<file path="src/rtl/axi_dma_burst_engine.sv">
// AXI4 master burst engine: turns DMA read/write block commands into INCR bursts.
// The read and write planes are fully independent FSMs sharing only clk/rstn.
module axi_dma_burst_engine #(
    parameter int AXI_WIDTH_AD  = 32,
    parameter int AXI_WIDTH_DA  = 32,
    parameter int BIT_TRANS     = 18,
    parameter int MAX_BURST_LEN = 16
) (
    input  logic                      clk,
    input  logic                      rstn,
    // read command / data plane
    input  logic                      i_ctrl_read,
    input  logic [AXI_WIDTH_AD-1:0]   i_read_addr,
    input  logic [BIT_TRANS-1:0]      i_rd_num_trans,
    output logic                      o_read_done,
    output logic                      o_rd_busy,
    output logic [AXI_WIDTH_DA-1:0]   o_rd_data,
    output logic                      o_rd_data_vld,
    input  logic                      i_rd_data_rdy,
    output logic                      o_rd_err,
    // write command / data plane
    input  logic                      i_ctrl_write,
    input  logic [AXI_WIDTH_AD-1:0]   i_write_addr,
    input  logic [BIT_TRANS-1:0]      i_wr_num_trans,
    output logic                      o_indata_req_wr,
    input  logic [AXI_WIDTH_DA-1:0]   i_wr_data,
    output logic                      o_write_done,
    output logic                      o_wr_busy,
    output logic                      o_wr_err,
    // AXI AR
    output logic [AXI_WIDTH_AD-1:0]   o_araddr,
    output logic [7:0]                o_arlen,
    output logic [2:0]                o_arsize,
    output logic [1:0]                o_arburst,
    output logic                      o_arvalid,
    input  logic                      i_arready,
    // AXI R
    input  logic [AXI_WIDTH_DA-1:0]   i_rdata,
    input  logic [1:0]                i_rresp,
    input  logic                      i_rlast,
    input  logic                      i_rvalid,
    output logic                      o_rready,
    // AXI AW
    output logic [AXI_WIDTH_AD-1:0]   o_awaddr,
    output logic [7:0]                o_awlen,
    output logic [2:0]                o_awsize,
    output logic [1:0]                o_awburst,
    output logic                      o_awvalid,
    input  logic                      i_awready,
    // AXI W
    output logic [AXI_WIDTH_DA-1:0]   o_wdata,
    output logic [AXI_WIDTH_DA/8-1:0] o_wstrb,
    output logic                      o_wlast,
    output logic                      o_wvalid,
    input  logic                      i_wready,
    // AXI B
    input  logic [1:0]                i_bresp,
    input  logic                      i_bvalid,
    output logic                      o_bready,
    // FSM state for debug/checkers
    output logic [1:0]                o_rd_state,
    output logic [2:0]                o_wr_state
);

    localparam int BPB = AXI_WIDTH_DA / 8;

    // Handshakes: a transfer happens on a rising clk edge where valid && ready;
    // a valid, once raised, holds with stable payload until that edge.

    typedef enum logic [1:0] {RD_IDLE, RD_AR, RD_R, RD_DONE} rd_state_t;
    typedef enum logic [2:0] {WR_IDLE, WR_AW, WR_REQ, WR_CAP, WR_SEND, WR_BWAIT, WR_DONE} wr_state_t;

    rd_state_t              rd_state;
    logic [AXI_WIDTH_AD-1:0] rd_addr;
    logic [BIT_TRANS-1:0]    rd_rem;
    logic [8:0]              rd_len;
    logic [8:0]              rd_cnt;

    wr_state_t              wr_state;
    logic [AXI_WIDTH_AD-1:0] wr_addr;
    logic [BIT_TRANS-1:0]    wr_rem;
    logic [8:0]              wr_len;
    logic [8:0]              wr_cnt;

    function automatic logic [8:0] burst_len(input logic [BIT_TRANS-1:0] rem);
        if (rem > BIT_TRANS'(MAX_BURST_LEN))
            return 9'(MAX_BURST_LEN);
        else
            return 9'(rem);
    endfunction

    function automatic logic [AXI_WIDTH_AD-1:0] burst_bytes(input logic [8:0] len);
        return AXI_WIDTH_AD'(len) << $clog2(BPB);
    endfunction

    assign o_arsize   = 3'($clog2(BPB));
    assign o_awsize   = 3'($clog2(BPB));
    assign o_arburst  = 2'b01;
    assign o_awburst  = 2'b01;
    assign o_wstrb    = '1;
    assign o_rd_busy  = (rd_state != RD_IDLE);
    assign o_wr_busy  = (wr_state != WR_IDLE);
    assign o_rd_state = rd_state;
    assign o_wr_state = wr_state;

    // R is a combinational pass-through so downstream back-pressure reaches the slave directly.
    assign o_rready      = (rd_state == RD_R) && i_rd_data_rdy;
    assign o_rd_data_vld = (rd_state == RD_R) && i_rvalid;
    assign o_rd_data     = i_rdata;

    logic rd_beat;
    logic rd_last;
    assign rd_beat = (rd_state == RD_R) && i_rvalid && i_rd_data_rdy;
    assign rd_last = (rd_cnt == rd_len - 9'd1);

    always_ff @(posedge clk or negedge rstn) begin
        if (!rstn) begin
            rd_state    <= RD_IDLE;
            rd_addr     <= '0;
            rd_rem      <= '0;
            rd_len      <= '0;
            rd_cnt      <= '0;
            o_araddr    <= '0;
            o_arlen     <= '0;
            o_arvalid   <= 1'b0;
            o_read_done <= 1'b0;
            o_rd_err    <= 1'b0;
        end else begin
            case (rd_state)
                RD_IDLE: begin
                    if (i_ctrl_read) begin
                        o_rd_err <= 1'b0;
                        rd_addr  <= i_read_addr;
                        rd_rem   <= i_rd_num_trans;
                        if (i_rd_num_trans == '0) begin
                            o_read_done <= 1'b1;
                            rd_state    <= RD_DONE;
                        end else begin
                            o_arvalid <= 1'b1;
                            o_araddr  <= i_read_addr;
                            o_arlen   <= 8'(burst_len(i_rd_num_trans) - 9'd1);
                            rd_len    <= burst_len(i_rd_num_trans);
                            rd_state  <= RD_AR;
                        end
                    end
                end
                RD_AR: begin
                    if (i_arready) begin
                        o_arvalid <= 1'b0;
                        rd_addr   <= rd_addr + burst_bytes(rd_len);
                        rd_rem    <= rd_rem - BIT_TRANS'(rd_len);
                        rd_cnt    <= '0;
                        rd_state  <= RD_R;
                    end
                end
                RD_R: begin
                    if (rd_beat) begin
                        rd_cnt <= rd_cnt + 9'd1;
                        // The beat counter ends the burst; a misplaced rlast only flags an error.
                        if (i_rresp != 2'b00 || i_rlast != rd_last)
                            o_rd_err <= 1'b1;
                        if (rd_last) begin
                            if (rd_rem != '0) begin
                                o_arvalid <= 1'b1;
                                o_araddr  <= rd_addr;
                                o_arlen   <= 8'(burst_len(rd_rem) - 9'd1);
                                rd_len    <= burst_len(rd_rem);
                                rd_state  <= RD_AR;
                            end else begin
                                o_read_done <= 1'b1;
                                rd_state    <= RD_DONE;
                            end
                        end
                    end
                end
                RD_DONE: begin
                    o_read_done <= 1'b0;
                    rd_state    <= RD_IDLE;
                end
                default: rd_state <= RD_IDLE;
            endcase
        end
    end

    always_ff @(posedge clk or negedge rstn) begin
        if (!rstn) begin
            wr_state        <= WR_IDLE;
            wr_addr         <= '0;
            wr_rem          <= '0;
            wr_len          <= '0;
            wr_cnt          <= '0;
            o_awaddr        <= '0;
            o_awlen         <= '0;
            o_awvalid       <= 1'b0;
            o_indata_req_wr <= 1'b0;
            o_wdata         <= '0;
            o_wlast         <= 1'b0;
            o_wvalid        <= 1'b0;
            o_bready        <= 1'b0;
            o_write_done    <= 1'b0;
            o_wr_err        <= 1'b0;
        end else begin
            case (wr_state)
                WR_IDLE: begin
                    if (i_ctrl_write) begin
                        o_wr_err <= 1'b0;
                        wr_addr  <= i_write_addr;
                        wr_rem   <= i_wr_num_trans;
                        if (i_wr_num_trans == '0) begin
                            o_write_done <= 1'b1;
                            wr_state     <= WR_DONE;
                        end else begin
                            o_awvalid <= 1'b1;
                            o_awaddr  <= i_write_addr;
                            o_awlen   <= 8'(burst_len(i_wr_num_trans) - 9'd1);
                            wr_len    <= burst_len(i_wr_num_trans);
                            wr_state  <= WR_AW;
                        end
                    end
                end
                WR_AW: begin
                    if (i_awready) begin
                        o_awvalid       <= 1'b0;
                        wr_addr         <= wr_addr + burst_bytes(wr_len);
                        wr_rem          <= wr_rem - BIT_TRANS'(wr_len);
                        wr_cnt          <= '0;
                        o_indata_req_wr <= 1'b1;
                        wr_state        <= WR_REQ;
                    end
                end
                WR_REQ: begin
                    o_indata_req_wr <= 1'b0;
                    wr_state        <= WR_CAP;
                end
                // Buffer data arrives one cycle after the request pulse.
                WR_CAP: begin
                    o_wdata  <= i_wr_data;
                    o_wvalid <= 1'b1;
                    o_wlast  <= (wr_cnt == wr_len - 9'd1);
                    wr_state <= WR_SEND;
                end
                WR_SEND: begin
                    if (i_wready) begin
                        o_wvalid <= 1'b0;
                        o_wlast  <= 1'b0;
                        wr_cnt   <= wr_cnt + 9'd1;
                        if (o_wlast) begin
                            o_bready <= 1'b1;
                            wr_state <= WR_BWAIT;
                        end else begin
                            o_indata_req_wr <= 1'b1;
                            wr_state        <= WR_REQ;
                        end
                    end
                end
                WR_BWAIT: begin
                    if (i_bvalid) begin
                        o_bready <= 1'b0;
                        if (i_bresp != 2'b00)
                            o_wr_err <= 1'b1;
                        if (wr_rem != '0) begin
                            o_awvalid <= 1'b1;
                            o_awaddr  <= wr_addr;
                            o_awlen   <= 8'(burst_len(wr_rem) - 9'd1);
                            wr_len    <= burst_len(wr_rem);
                            wr_state  <= WR_AW;
                        end else begin
                            o_write_done <= 1'b1;
                            wr_state     <= WR_DONE;
                        end
                    end
                end
                WR_DONE: begin
                    o_write_done <= 1'b0;
                    wr_state     <= WR_IDLE;
                end
                default: wr_state <= WR_IDLE;
            endcase
        end
    end

endmodule

</file>
<file path="config.mk">
export PLATFORM = sky130hd
export DESIGN_NAME = axi_dma_burst_engine
export DESIGN_NICKNAME = d
export VERILOG_FILES = /design/src/rtl/axi_dma_burst_engine.sv
export SDC_FILE = /design/constraint.sdc
export NUM_CORES = 1
export LEC_CHECK = 0
export BUFFER_PORTS_ARGS = -buffer_cell sky130_fd_sc_hd__buf_4
export CORE_UTILIZATION = 55
export DETAILED_ROUTE_END_ITERATION = 7
export MAX_ROUTING_LAYER = met4
export PLACE_DENSITY = 0.81
export SKIP_CTS_REPAIR_TIMING = 1
export SLEW_MARGIN = 20
export SYNTH_ARGS = -nofsm -noshare
export SYNTH_HDL_FRONTEND = slang
export SYNTH_SLANG_ARGS = --single-unit
</file>
<file path="constraint.sdc">
create_clock -name clk -period 3.6 [get_ports clk]
set_input_delay 0.36 -clock clk [delete_from_list [all_inputs] [get_ports clk]]
set_output_delay 0.36 -clock clk [all_outputs]
set_load 0.1 [all_outputs]
</file>
==> summary.txt, run 1 <==
Die
  • Die ar.: 28690 µm²
  • # IOs: 356
  • Die width: 169.4 µm
  • Die Span Y: 169.4 µm
  • Initial core utilization: 0.5654
  • Core box area: 27250 µm²
  • Rows: 60

Clock network
  • CTS tree: built
  • Clk sinks: 263
  • CTS Root Cell: clkbuf_16
  • Clock transition at path regs: 0.06 ns
  • Worst skew pair latency: 0.55 ns
  • CTS buffer count: 29
  • H-tree levels: 1
  • CTS max path bufs: 3

STA
  • Worst Tran Pin Value: 0.7960 ns
  • RSZ-0062 raised after global routing: no
  • Fin worst setup slack: 0.3978 ns
  • Total negative slack: 0 ns
  • # setup viols final: 0
  • Max Freq: 312.3 MHz
  • Final Hold Fails: 0
  • Max transition margin: 0.4674
  • WHS: 0.01589 ns
  • Final Slew Violations: 0
  • Clk_skew: 0.01114 ns
  • Minimum clock period: 3.202 ns
  • Period utilization: 0.8895

Power
  • Psw: 11.22 mW
  • P per Cell Area: 1114 nW/µm²
  • Sw frac: 0.5407
  • Power Total: 20.75 mW
  • Internal: 9.531 mW
  • Clock power frac: 0.152
  • Sequential power share: 0.262
  • Logic gate share of total power: 0.587
  • Pleak: 8.533 nW
  • Peak supply drop: 1.064 mV

Min path
  • Worst hold endpoint: rd_addr[1]
  • Hold depth: 3
  • Critical hold path startpoint: i_read_addr[1]
  • HP Class: input pin to flip-flop

Logic synthesis
  • Syn Area/Cell: 8.880 µm²
  • Yosys warns: 0
  • Mapped cell area: 15410 µm²
  • Seq cells post-synth: 263
  • Distinct cells, synth: 75
  • Sequential area share after synthesis: 0.4272
  • Post-synth EDFFs: 0
  • Yosys top cell area share: 0.4272
  • Synth area leaders: dfrtp_1 43%, nand2_1 7.8%, ha_1 3.4%
  • Post-Synthesis Cells: 1735
  • Main synth FF type: dfrtp_1
  • Post-synth top area cell: dfrtp_1
  • Async set or reset register ratio after synthesis: 1.000

Critical path
  • Crit end category: flip-flop
  • Worst r2r src: rd_rem[1]
  • CP Class: flip-flop to flip-flop
  • Worst Path Required: 4.03 ns
  • R2r endpoint: o_arlen[4]
  • Register-to-Register Path Depth: 10
  • CP Launch Type: flip-flop
  • Crit-path max FO: 5
  • Critical Path AT: 3.63 ns
  • R2R Setup Slk: 0.40 ns

Detailed routing
  • WL met3: 3.315 mm
  • First drt pass iteration count: 5
  • First-iteration detailed-routing DRC count: 1243
  • Via density: 6.099
  • Metal2 WL: 21.23 mm
  • Detail Route Antenna Nets: 0
  • Wire length on met1: 18.04 mm
  • DR WL/cell: 18.58 µm
  • Vias post-DR: 14300
  • Overall routed net length: 43.58 mm
  • Top Layer Used: met4
  • Remaining DRCs: 0

Layout
  • Layout Cell Area excl Fill: 18620 µm²
  • Share of layout cells above drive strength 1: 0.2098
  • Most frequent cells in the layout: 322 x nand2_1, 311 x buf_4, 263 x dfrtp_1, 133 x nor2_1, 89 x o21ai_0
  • Commonest non-fill, non-tap cell in the layout: nand2_1
  • Area growth syn-to-layout: 20.86%
  • Nets: 2177
  • Fill cell instance count of the final layout: 2214
  • # diodes: 0

Run status
  • Outcome: finished clean

GRT
  • GRT Residual Overflow: 0
  • GRT Util Overall: 0.3116
  • Antenna violations before repair: 0
  • Pin count of the biggest net entering global routing: 90
  • First-pass GRT wire length: 70.62 mm
  • Number of global-route vias before repair: 14200

Placement
  • DP HPWL: 30.69 mm
  • Dpl ws: 0.4732 ns
  • Final Wtd Congestion: 0.9253
  • Post-DP Area: 17610 µm²
  • Buffers added on ports: 277

Run
  • MaxCap Viol Count: 0
-- kinds of logic after synthesis --
kind of cell             Yosys count  share of synthesized area
AO/OA/AOI/OAI                    390                     0.1666
buffers and inverters            178                    0.05693
XOR/XNOR                          60                    0.03411
multiplexers                      91                    0.06497
flip-flops                       263                     0.4272
other                              2                  0.0004874
adder cells (fa/ha/maj)           46                    0.03930
AND/OR/NAND/NOR                  705                     0.2105
-- per-stage QoR --
stage	cells	utilization
after floorplan	1747	-
after global placement	2292	0.6461
after detailed placement	2292	0.6461
after CTS	2344	0.6830
after global routing	2345	0.6833
final	2345	0.6833
-- worst max-delay path, cell delays in order (launching register included) --
cell and delay [ns]:
dfrtp_1 0.43, nor4_1 0.61, nor2b_1 0.09, or4_1 0.47, nor2_1 0.33, a22oi_1 0.21, ha_1 0.30, o21ai_0 0.09
a21oi_1 0.09, xor2_1 0.16, mux2_1 0.31
-- synth_stat cells, drive strengths merged (9+ instances only) --
cell    instances
a22oi          20
dfrtp         263
nand2         322
xor2           29
clkbuf         84
ha             42
o22ai          10
a31oi          58
xnor2          31
or3            18
a211oi         13
and3           24
inv            37
nor2b          19
o21ai          91
o211ai         14
nand3          54
mux2i          19
nand4          28
a32oi           9
a21oi          69
mux2           72
buf            57
nor4           15
a21o           16
and2           16
nand2b         11
nor3           27
nor2          136
o22a           10
-- sequential cells by signal, summed over array words and instances (netlist names), 2 cells and up --
name        count
o_awlen         8
wr_cnt          9
o_araddr       32
wr_addr        32
o_wdata        32
wr_rem         18
wr_len          9
o_arlen         8
rd_addr        32
o_wr_state      3
rd_len          9
rd_cnt          9
o_rd_state      2
rd_rem         18
o_awaddr       32
-- worst max-delay path by stage --
stage	cells past startpoint	end	from
after global routing	10	o_arlen[2]	rd_len[1]
after CTS	10	o_araddr[4]	rd_len[1]
after floorplan	10	o_arlen[4]	o_rd_state[1]
after global placement	10	o_arlen[6]	rd_len[1]
final	10	o_arlen[4]	rd_rem[1]
after detailed placement	10	o_arlen[2]	rd_len[1]
-- power groups by stage --
stage	sequential (mW)	combinational (mW)	clock, mW
3_3_place_gp	5.37	11.8	0
4_1_cts	5.39	12.1	3.19
3_5_place_dp	5.43	12.1	0
5_1_grt	5.59	12.9	3.30
2_1_floorplan	9.66	5.08	0
6_report	5.43	12.2	3.15
-- routing by layer --
layer,GRT usage,vias up
met5,-,-
met4,0.08852,0
li1,-,6562
met2,0.5180,664
met1,0.3982,6964
met3,0.04384,112
-- cell type report --
cell class / count / area (µm²) / area share
clock inverters: 13 / 201.4 / 0.01082
multi-input cells: 1306 / 8031 / 0.4313
clock buffers: 39 / 803.3 / 0.04314
repair buffers: 315 / 2400 / 0.1289
flip-flops and latches: 263 / 6581 / 0.3534
well taps: 372 / 465.4 / 0.02499
inverters: 37 / 138.9 / 0.007458
(Power assumes the default switching activity.)
==> inputs of run 2 (changes only) <==
Settings changed: CORE_MARGIN set to 1.5.
==> run 2 against run 1 <==
Worst hold slack better by 0.0083 ns. Via count is 1.1% lower. Core utilization is 0.92 points lower. Critical path depth did not move. Flip-flop and latch count stayed put. Maximum frequency rose by 0.33%. First-iteration DRC count up 3.0%. Cell count rose by 0.51%. Clock power hardly changed. Highest routed layer unchanged.
==> summary.txt, run 2 (synthesized netlist as in run 1, its figures left out) <==
Die
  • Core box area: 27710 µm²
  • Initial core utilization: 0.5561
  • Die Span Y: 170.4 µm
  • Rows: 61
  • Die width: 170.4 µm
  • Die ar.: 29030 µm²
  • # IOs: 356

Clock network
  • CTS tree: built
  • CTS Root Cell: clkbuf_16
  • H-tree levels: 1
  • CTS max path bufs: 3
  • Worst skew pair latency: 0.54 ns
  • Clk sinks: 263
  • CTS buffer count: 29
  • Clock transition at path regs: 0.06 ns

GRT
  • Antenna violations before repair: 0
  • Number of global-route vias before repair: 13890
  • GRT Residual Overflow: 0
  • First-pass GRT wire length: 69.35 mm
  • Pin count of the biggest net entering global routing: 107
  • GRT Util Overall: 0.3023

Detailed routing
  • Remaining DRCs: 0
  • Vias post-DR: 14140
  • First drt pass iteration count: 6
  • Detail Route Antenna Nets: 0
  • Wire length on met1: 17.71 mm
  • Overall routed net length: 42.67 mm
  • First-iteration detailed-routing DRC count: 1280
  • Via density: 6.000
  • WL met3: 3.531 mm
  • Metal2 WL: 20.62 mm
  • DR WL/cell: 18.10 µm
  • Top Layer Used: met4

Power
  • Power Total: 20.73 mW
  • P per Cell Area: 1110 nW/µm²
  • Pleak: 8.571 nW
  • Peak supply drop: 1.185 mV

STA
  • Minimum clock period: 3.192 ns
  • Period utilization: 0.8866
  • Fin worst setup slack: 0.4083 ns
  • Final Slew Violations: 0
  • Max Freq: 313.3 MHz
  • Final Hold Fails: 0
  • Clk_skew: 0.01192 ns
  • # setup viols final: 0
  • RSZ-0062 raised after global routing: no
  • WHS: 0.02421 ns
  • Total negative slack: 0 ns
  • Worst Tran Pin Value: 0.8821 ns
  • Max transition margin: 0.4119

Layout
  • Area growth syn-to-layout: 21.22%
  • Fin util: 0.6741
  • Share of layout cells above drive strength 1: 0.2127
  • Layout Cell Area excl Fill: 18680 µm²
  • Fill cell instance count of the final layout: 2227
  • # diodes: 0
  • Post-route insts no fill: 2357
  • Nets: 2182
  • Most frequent cells in the layout: 322 x nand2_1, 316 x buf_4, 263 x dfrtp_1, 133 x nor2_1, 89 x o21ai_0
  • Register Area: 6581 µm²
  • Commonest non-fill, non-tap cell in the layout: nand2_1
  • Area occupied by multi-input gates: 8031 µm²

Critical path
  • Crit end category: flip-flop
  • Critical Path AT: 3.61 ns
  • Worst Path Buf+Inv: 2
  • Max incr delay on CP: 0.56 ns
  • CP Class: flip-flop to flip-flop
  • Crit-path max FO: 26
  • Critical path's top delay family: compound AO/OA/AOI/OAI gates
  • CP Launch Type: flip-flop
  • Crit-path slowest cell: or4_1
  • Worst Path Required: 4.02 ns
  • Worst path cell trace: inv_1 > ha_1 > nor2b_1 > o21ai_0 > a31oi_1 > a32o_1 > or4_1 > a21oi_4 > buf_4 > mux2_1

Min path
  • HP Class: input pin to flip-flop

Placement
  • Dpl cells: 2303
  • DP HPWL: 30.24 mm
  • Final Wtd Congestion: 0.9671
  • Post-DP Area: 17650 µm²
  • Dpl ws: 0.4244 ns
  • Buffers added on ports: 277

Run
  • MaxCap Viol Count: 0

Run status
  • Outcome: finished clean
-- run 2: cell types whose count changed in the layout (fill, tap and decap cells not counted), sizes merged --
cell / before / now
bufinv: 5 / 4
clkinvlp: 3 / 2
clkbuf: 39 / 42
inv: 38 / 37
clkinv: 4 / 5
buf: 314 / 319
-- run 2: where the power goes --
part,internal [mW],switching [mW]
Sequential,4.23,1.14
Clock,1.92,1.21
Combinational,3.42,8.81
-- run 2: layout make-up --
class,instances,share of cell area
sequential,263,0.3524
clock inverter,11,0.008575
multi-input combinational,1306,0.4300
inverter,37,0.007436
clock buffer,42,0.04576
timing repair buffer,320,0.1305
tap,378,0.02532
-- run 2: path summary, 6_finish.rpt --
path / startpoint / to / slack, ns / cells after the start
min: i_read_addr[1] / rd_addr[1] / 0.02 / 3
max: rd_len[1] / o_araddr[20] / 0.41 / 10
max in group asynchronous: rstn / wr_rem[5] / 2.15 / 3
min in group asynchronous: rstn / rd_rem[1] / 0.49 / 2
min reg2reg: wr_addr[1] / wr_addr[1] / 0.47 / 2
max reg2reg: rd_len[1] / o_araddr[20] / 0.41 / 10
-- run 2: worst min-delay path: stages --
cell and delay [ns]:
buf_4 0.08, nand2_1 0.04, nand2_1 0.05
-- run 2: layer usage --
metal	vias up	track usage
met5	-	-
met4	0	0.07580
met3	75	0.05209
met1	6869	0.3834
li1	6586	-
met2	611	0.5034
